===== src/rtl/pipe_ctrl_pkg.sv =====
// Shared types and constants for the five-stage pipeline hazard/flush controller.
package pipe_ctrl_pkg;

    typedef enum logic [1:0] {
        S_RUN        = 2'd0,
        S_MDU_WAIT   = 2'd1,
        S_TRAP_DRAIN = 2'd2
    } state_t;

    localparam int IF_ID      = 0;
    localparam int ID_EX      = 1;
    localparam int EX_MEM     = 2;
    localparam int MEM_WB     = 3;
    localparam int NUM_STAGES = 4;

endpackage


===== src/rtl/pipe_ctrl_sat_counter.sv =====
// Saturating up-counter with enable; holds at all-ones instead of wrapping.
module sat_counter #(
    parameter int WIDTH = 32
) (
    input  logic             clk,
    input  logic             rst_n,
    input  logic             en,
    output logic [WIDTH-1:0] count
);

    always_ff @(posedge clk or negedge rst_n) begin
        if (!rst_n) begin
            count <= '0;
        end else if (en && (count != '1)) begin
            count <= count + WIDTH'(1);
        end
    end

endmodule


===== src/rtl/pipe_ctrl.sv =====
// Pipeline hazard and flush controller: drives stall/bubble controls for the
// four inter-stage registers and the PC. Owns no data.
module pipe_ctrl
    import pipe_ctrl_pkg::*;
#(
    parameter int TRAP_DRAIN = 3,
    parameter int CNT_W      = 2,
    parameter int PERF_W     = 32
) (
    input  logic                  clk,
    input  logic                  rst_n,
    input  logic                  load_use_i,
    input  logic                  br_taken_i,
    input  logic                  mdu_start_i,
    input  logic                  mdu_done_i,
    input  logic                  mem_req_i,
    input  logic                  mem_ack_i,
    input  logic                  trap_i,
    output logic                  pc_stall_o,
    output logic [NUM_STAGES-1:0] stall_o,
    output logic [NUM_STAGES-1:0] hold_o,
    output logic                  redirect_o,
    output logic                  trap_ack_o,
    output logic                  busy_o,
    output logic [PERF_W-1:0]     stall_cnt_o,
    output state_t                state_o
);

    // Counter holds the number of drain cycles still to come after the current
    // one, so the accept cycle plus the drain state total TRAP_DRAIN cycles.
    localparam logic [CNT_W-1:0] DRAIN_LOAD =
        (TRAP_DRAIN > 1) ? CNT_W'(TRAP_DRAIN - 2) : '0;

    state_t           state_q, state_d;
    logic [CNT_W-1:0] cnt_q, cnt_d;
    logic             bus_wait;
    logic             flush;

    assign bus_wait = mem_req_i & ~mem_ack_i;
    assign busy_o   = (state_q != S_RUN);
    assign state_o  = state_q;

    always_ff @(posedge clk or negedge rst_n) begin
        if (!rst_n) begin
            state_q <= S_RUN;
            cnt_q   <= '0;
        end else begin
            state_q <= state_d;
            cnt_q   <= cnt_d;
        end
    end

    always_comb begin
        state_d    = state_q;
        cnt_d      = cnt_q;
        pc_stall_o = 1'b0;
        stall_o    = '0;
        hold_o     = '0;
        redirect_o = 1'b0;
        trap_ack_o = 1'b0;
        flush      = 1'b0;

        case (state_q)
            S_RUN: begin
                // A pending trap blocks lower-priority events even while deferred.
                if (trap_i) begin
                    if (!bus_wait) begin
                        trap_ack_o = 1'b1;
                        redirect_o = 1'b1;
                        flush      = 1'b1;
                        if (TRAP_DRAIN > 1) begin
                            state_d = S_TRAP_DRAIN;
                            cnt_d   = DRAIN_LOAD;
                        end
                    end
                end else if (mdu_start_i) begin
                    pc_stall_o               = 1'b1;
                    stall_o[ID_EX:IF_ID]     = 2'b11;
                    hold_o[EX_MEM]           = 1'b1;
                    state_d                  = S_MDU_WAIT;
                end else if (br_taken_i) begin
                    redirect_o               = 1'b1;
                    hold_o[ID_EX:IF_ID]      = 2'b11;
                end else if (load_use_i) begin
                    pc_stall_o               = 1'b1;
                    stall_o[IF_ID]           = 1'b1;
                    hold_o[ID_EX]            = 1'b1;
                end
            end
            S_MDU_WAIT: begin
                if (mdu_done_i) begin
                    state_d = S_RUN;
                end else begin
                    pc_stall_o           = 1'b1;
                    stall_o[ID_EX:IF_ID] = 2'b11;
                    hold_o[EX_MEM]       = 1'b1;
                end
            end
            S_TRAP_DRAIN: begin
                flush = 1'b1;
                if (cnt_q == '0) begin
                    state_d = S_RUN;
                end else begin
                    cnt_d = cnt_q - CNT_W'(1);
                end
            end
            default: begin
                state_d = S_RUN;
                cnt_d   = '0;
            end
        endcase

        if (flush) begin
            hold_o[EX_MEM:IF_ID] = 3'b111;
        end

        // Bus wait freezes the front of the pipe and bubbles WB; only the
        // trap flush bubbles survive it.
        if (bus_wait) begin
            pc_stall_o           = 1'b1;
            stall_o              = 4'b0111;
            hold_o               = 4'b1000;
            hold_o[EX_MEM:IF_ID] = flush ? 3'b111 : 3'b000;
        end
    end

    sat_counter #(
        .WIDTH(PERF_W)
    ) u_stall_cnt (
        .clk   (clk),
        .rst_n (rst_n),
        .en    (pc_stall_o),
        .count (stall_cnt_o)
    );

endmodule


===== config.mk =====
export PLATFORM = sky130hd
export DESIGN_NAME = pipe_ctrl
export DESIGN_NICKNAME = d
export VERILOG_FILES = /design/src/rtl/pipe_ctrl_pkg.sv /design/src/rtl/pipe_ctrl_sat_counter.sv /design/src/rtl/pipe_ctrl.sv
export SDC_FILE = /design/constraint.sdc
export NUM_CORES = 1
export LEC_CHECK = 0
export ABC_AREA = 1
export CORE_ASPECT_RATIO = 0.5
export CORE_MARGIN = 4
export CORE_UTILIZATION = 26
export CTS_BUF_LIST = sky130_fd_sc_hd__clkbuf_16
export DETAILED_ROUTE_END_ITERATION = 12
export SLEW_MARGIN = 20
export SYNTH_ARGS = -nofsm -noshare
export SYNTH_HDL_FRONTEND = slang
export SYNTH_SLANG_ARGS = --single-unit

===== constraint.sdc =====
create_clock -name clk -period 4.04 [get_ports clk]
set_input_delay 1.01 -clock clk [delete_from_list [all_inputs] [get_ports clk]]
set_output_delay 1.01 -clock clk [all_outputs]
set_load 0.01 [all_outputs]

# == Yosys cells after proc, flatten, opt, wreduce, memory -nomap -nowiden ==
# Index checks and enable logic that the tools add are counted.
# W data, S select, Z words.
# word_totals
ff_bits,36
input_bits,9
out_inout_bits,46
wordCells,62
# op_classes
add_sub_neg,2
eq_ne,10
muxes,38
bitwise_logic,3
reduce_logical,6
# op_table
cell,count
$add A32 B1 Y32 const B,1
$ne A32 B32 Y1 const B,1
$mux W2,12
$mux W1,15
$mux W3,4
$pmux W2 S3,2
$ne A2 B2 Y1 const B,5
$reduce_and A4 Y1,2
$ne A3 B3 Y1 const B,2
$pmux W1 S2,3
$logic_not A2 Y1,2
$mux W4,1
$pmux W2 S2,1
$eq A2 B1 Y1 const B,1
$eq A2 B2 Y1 const B,1
$not A1 Y1,2
$reduce_bool A2 Y1,1
$sub A2 B1 Y2 const B,1
$and A1 B1 Y1,1
$logic_and A1 B1 Y1,1

# == Longest topological paths before layout ==
# logic_depth
ltp_word,7
depth_mapped,11
ltp_nobuf,10

# == Modules after synthesis ==
# A second synthesis with hierarchy kept.
# unflattened
cells_unflattened,388
hier_area_um2,2562.5
# by_module_without_submodules
module,instances,cells_each,area_each_um2,seq_area_each_um2
sat_counter,1,327,2150.8,800.8
pipe_ctrl,1,61,411.6,100.1

# == Worst setup path before layout ==
# OpenSTA, ideal clock, no wires.
# synth_path
path_kind,in2out
from,input port mem_req_i
to,output port stall_o[0]
arrival_ns,1.732
required_ns,3.030
slack_ns,1.298
stages,7
n_path_buf,1
path_cell_list,inv_1 nor2_1 inv_1 nand2_1 inv_1 nand2_4 buf_4
# synth_via
elab_chain_len,2
# synth_lines
item,line_no,text
from (decl),pipe_ctrl.sv:16,"input logic mem_req_i,"
$and A1 B1 Y1,pipe_ctrl.sv:39,assign bus_wait = mem_req_i & ~mem_ack_i;
named net bus_wait,pipe_ctrl.sv:36,logic bus_wait;
$mux W3,pipe_ctrl.sv:119,if (bus_wait) begin
to (decl),pipe_ctrl.sv:20,"output logic [NUM_STAGES-1:0] stall_o,"
# The timed path passes the listed nets, and every way through them passes these cells.

# == Final worst setup path ==
# layout_path
from,input port mem_req_i
to,output port hold_o[0]
# layout_via
elab_chain_len,6
elab_cells_between_ends,7
cone_classes,6 x mux; 1 x bitwise
# layout_lines
item,line_no,text
$and A1 B1 Y1 *,pipe_ctrl.sv:39,
$mux W1,pipe_ctrl.sv:67,if (!bus_wait) begin
$mux W1,pipe_ctrl.sv:66,if (trap_i) begin
$pmux W1 S2,pipe_ctrl.sv:63,case (state_q)
"$mux W3, on equally long branches","pipe_ctrl.sv:113, pipe_ctrl.sv:123",
$mux W4 *,pipe_ctrl.sv:119,
to (decl),pipe_ctrl.sv:21,"output logic [NUM_STAGES-1:0] hold_o,"
# Every way passes the cells marked *; elsewhere a longest branch is shown, timed or not.

==> metrics.cfg <==
[clock_tree]
cts_resized=0
clock_sinks=36
cts_buffers=5
cts_hold_buf=0
htree_levels=2
cts_tree=done
path_clk_slew_ps=60
root_buffer=clkbuf_16
clock_latency_ps=280
clock_path_buffers=2
postCtsSetupBuffers=0

[global_route]
gr-total-overflow=0
grt_pass1_wl_um=11800
antenna_found_initial=0
grtUsageTotal_pct=12.4
grt_start_max_net_pins=37
grt_pass1_vias=2337

[timing]
finalCritPeriodShare_pct=94.5
finalSetupTns_ps=0
fin_crit_ps=3820
hold_viol=0
fin_hold_ws_ps=537
slew_headroom_pct=43.8
grt_setup_unrepaired=false
worst_slew_pin_slew_ps=842
skew_ps=5.22
setup_viol=0
clock.fmax_ghz=0.262
final_max_slew_viol_count=0

[worst_setup_path]
cpMostUsedCell=inv_1
critical-path-max-stage-delay_ps=500
crit_fanout=5
path_cells=clkdlybuf4s50_1, inv_1, nor2_1, inv_1, nand2_1, o21ai_0, inv_1, o21ai_0, clkdlybuf4s50_1
critPathLaunchType=input port
cp_slowest_cell=clkdlybuf4s50_1
critPathArrivalTime_ps=2810
crit_buf_inv=5
worst-endpoint-required_ps=3030
path_class=in2out
endpoint_kind=primary output
cp_top_family=buffers and inverters

[drt]
drc=0
vias=2463
routedWlPerCell_um=11.6
avgViaCountPerCell=4.20
first_pass_iters=5
detail-route-antenna-nets=0
drtIter0Drc=170
wirelength_um=6830

[die]
die_h_um=78.0
num_rows=25
coreArea_sq_um=9510
io_pins=55
floorplan.initialDensity_pct=26.8
die_area_sq_um=11600
fp.dieW_um=148

[placement]
io_buffer_count=53
hpwl_um=5170
placed_area_sq_um=3160
place.gp.congestion=0.853

[min_path]
hold_class=reg2reg

[layout]
n_antenna_cell=0
multi_input_area_sq_um=1390
final-seq-area_sq_um=901
fillers=1035
layout.nets=462
drive_gt1_share_pct=4.65
area_delta_synth_final_pct=29.3
design_area_sq_um=3300

[synthesis]
synth_top_cell_by_area=dfrtp_1
yosysUniqueCellTypes=24
ys_async_sr_fraction_pct=100
ys_ff_latch=36
ys_seq_area_share_pct=35.3
synthTopCellsByArea=dfrtp_1, nand2_1, nor2_1, inv_1, nand3_1
synth_commonest_cells=nand2_1, nor2_1, inv_1
syn_area_per_cell_sq_um=6.38
syn-cell-area_sq_um=2550
syn-num-nets=411
netlist_instances=400
yosys_most_used_dff=dfrtp_1
synth-edff-count=0
synth_top_area_share_pct=35.3
ys_warn_count=0
synth_most_common_cell=nand2_1

[pwr]
finalPower_mw=1.24
power_leakage_nw=1.55
irDropWorstVdd_v=0.000120
power_density_nw_per_um2=376

[run_status]
status=finished clean

[flow_run]
max_cap_viol_count=0

final timing paths:
path / startpoint / end / slack [ps] / depth (start not counted)
worst min register to register: cnt_q[0]$_DFFE_PN0P_ / cnt_q[0]$_DFFE_PN0P_ / 540 / 2
worst max-delay path: mem_req_i / hold_o[0] / 220 / 9
worst min-delay path: cnt_q[0]$_DFFE_PN0P_ / cnt_q[0]$_DFFE_PN0P_ / 540 / 2
worst max register to register: u_stall_cnt.count[0]$_DFFE_PN0P_ / u_stall_cnt.count[23]$_DFFE_PN0P_ / 2090 / 10
max in group asynchronous: rst_n / u_stall_cnt.count[21]$_DFFE_PN0P_ / 2670 / 1
min in group asynchronous: rst_n / u_stall_cnt.count[29]$_DFFE_PN0P_ / 830 / 1
layout make-up:
type	count	area share, %
inverter	46	5.31
clock inverter	3	0.417
clock buffer	5	3.79
tap	135	5.12
sequential	36	27.3
multi-input combinational	309	42.1
timing repair buffer	53	15.9
layout by cell type (no fill, tap or decap):
cell and instances:
nor2_1 50, nor2_4 1, nand2_4 3, conb_1 1
inv_1 45, nand4_1 5, nand2_8 1, inv_4 1
nand3_1 21, o31ai_1 1, a21oi_1 2, clkinv_2 2
clkdlybuf4s50_1 52, nand3b_1 2, o21ai_0 11, nor2_2 4
o21ai_1 2, clkinv_1 1, xnor2_1 5, nor2_8 1
dfrtp_1 36, ha_1 2, nand2_1 187, xor2_1 8
nand2_2 2, clkbuf_16 5, buf_2 1
metal layers:
layer	vias up	global-route usage, %	routed length (um)
met5	-	0	0
met2	29	20.1	3130
met4	0	3.59	81
met1	1108	17.0	3380
met3	8	2.19	230
li1	1318	-	-
where the power goes:
part           total, mW  switching, mW  internal [mW]
Clock              0.376          0.152          0.224
Combinational      0.427          0.240          0.187
Sequential         0.436         0.0383          0.398
Total               1.24          0.430          0.809
cell families (layout without fill, tap and decap cells):
kind of cell,after synthesis,after routing,synth area share (%)
AND/OR/NAND/NOR,277,277,45.6
buffers and inverters,55,107,10.3
flip-flops,36,36,35.3
AO/OA/AOI/OAI,16,16,3.24
XOR/XNOR,13,13,4.46
adder cells (fa/ha/maj),2,2,0.981
other,1,1,0.147
flip-flops by register name, summed over array words and instances, names as in the netlist:
signal and cells:
cnt_q 2, state_o 2, u_stall_cnt.count 32
worst reg2reg max path, stage by stage (launching register included):
cell     delay (ps)
dfrtp_1         400
ha_1            220
nand2_2          80
nor2_4          200
nand2_4         120
nor2_8          160
nand2_4         110
nand2_8         210
inv_4           170
nand2_1         120
nand2_1          50
per-stage QoR:
step | setup WS (ps) | instances | utilization [%]
after floorplan | 1300 | 400 | -
after global placement | 317 | 579 | 33.2
after detailed placement | 219 | 579 | 33.2
after CTS | 213 | 587 | 34.7
after global routing | 81.9 | 587 | 34.7
final | 221 | 587 | 34.7
Power figures use the tool's default switching activity.
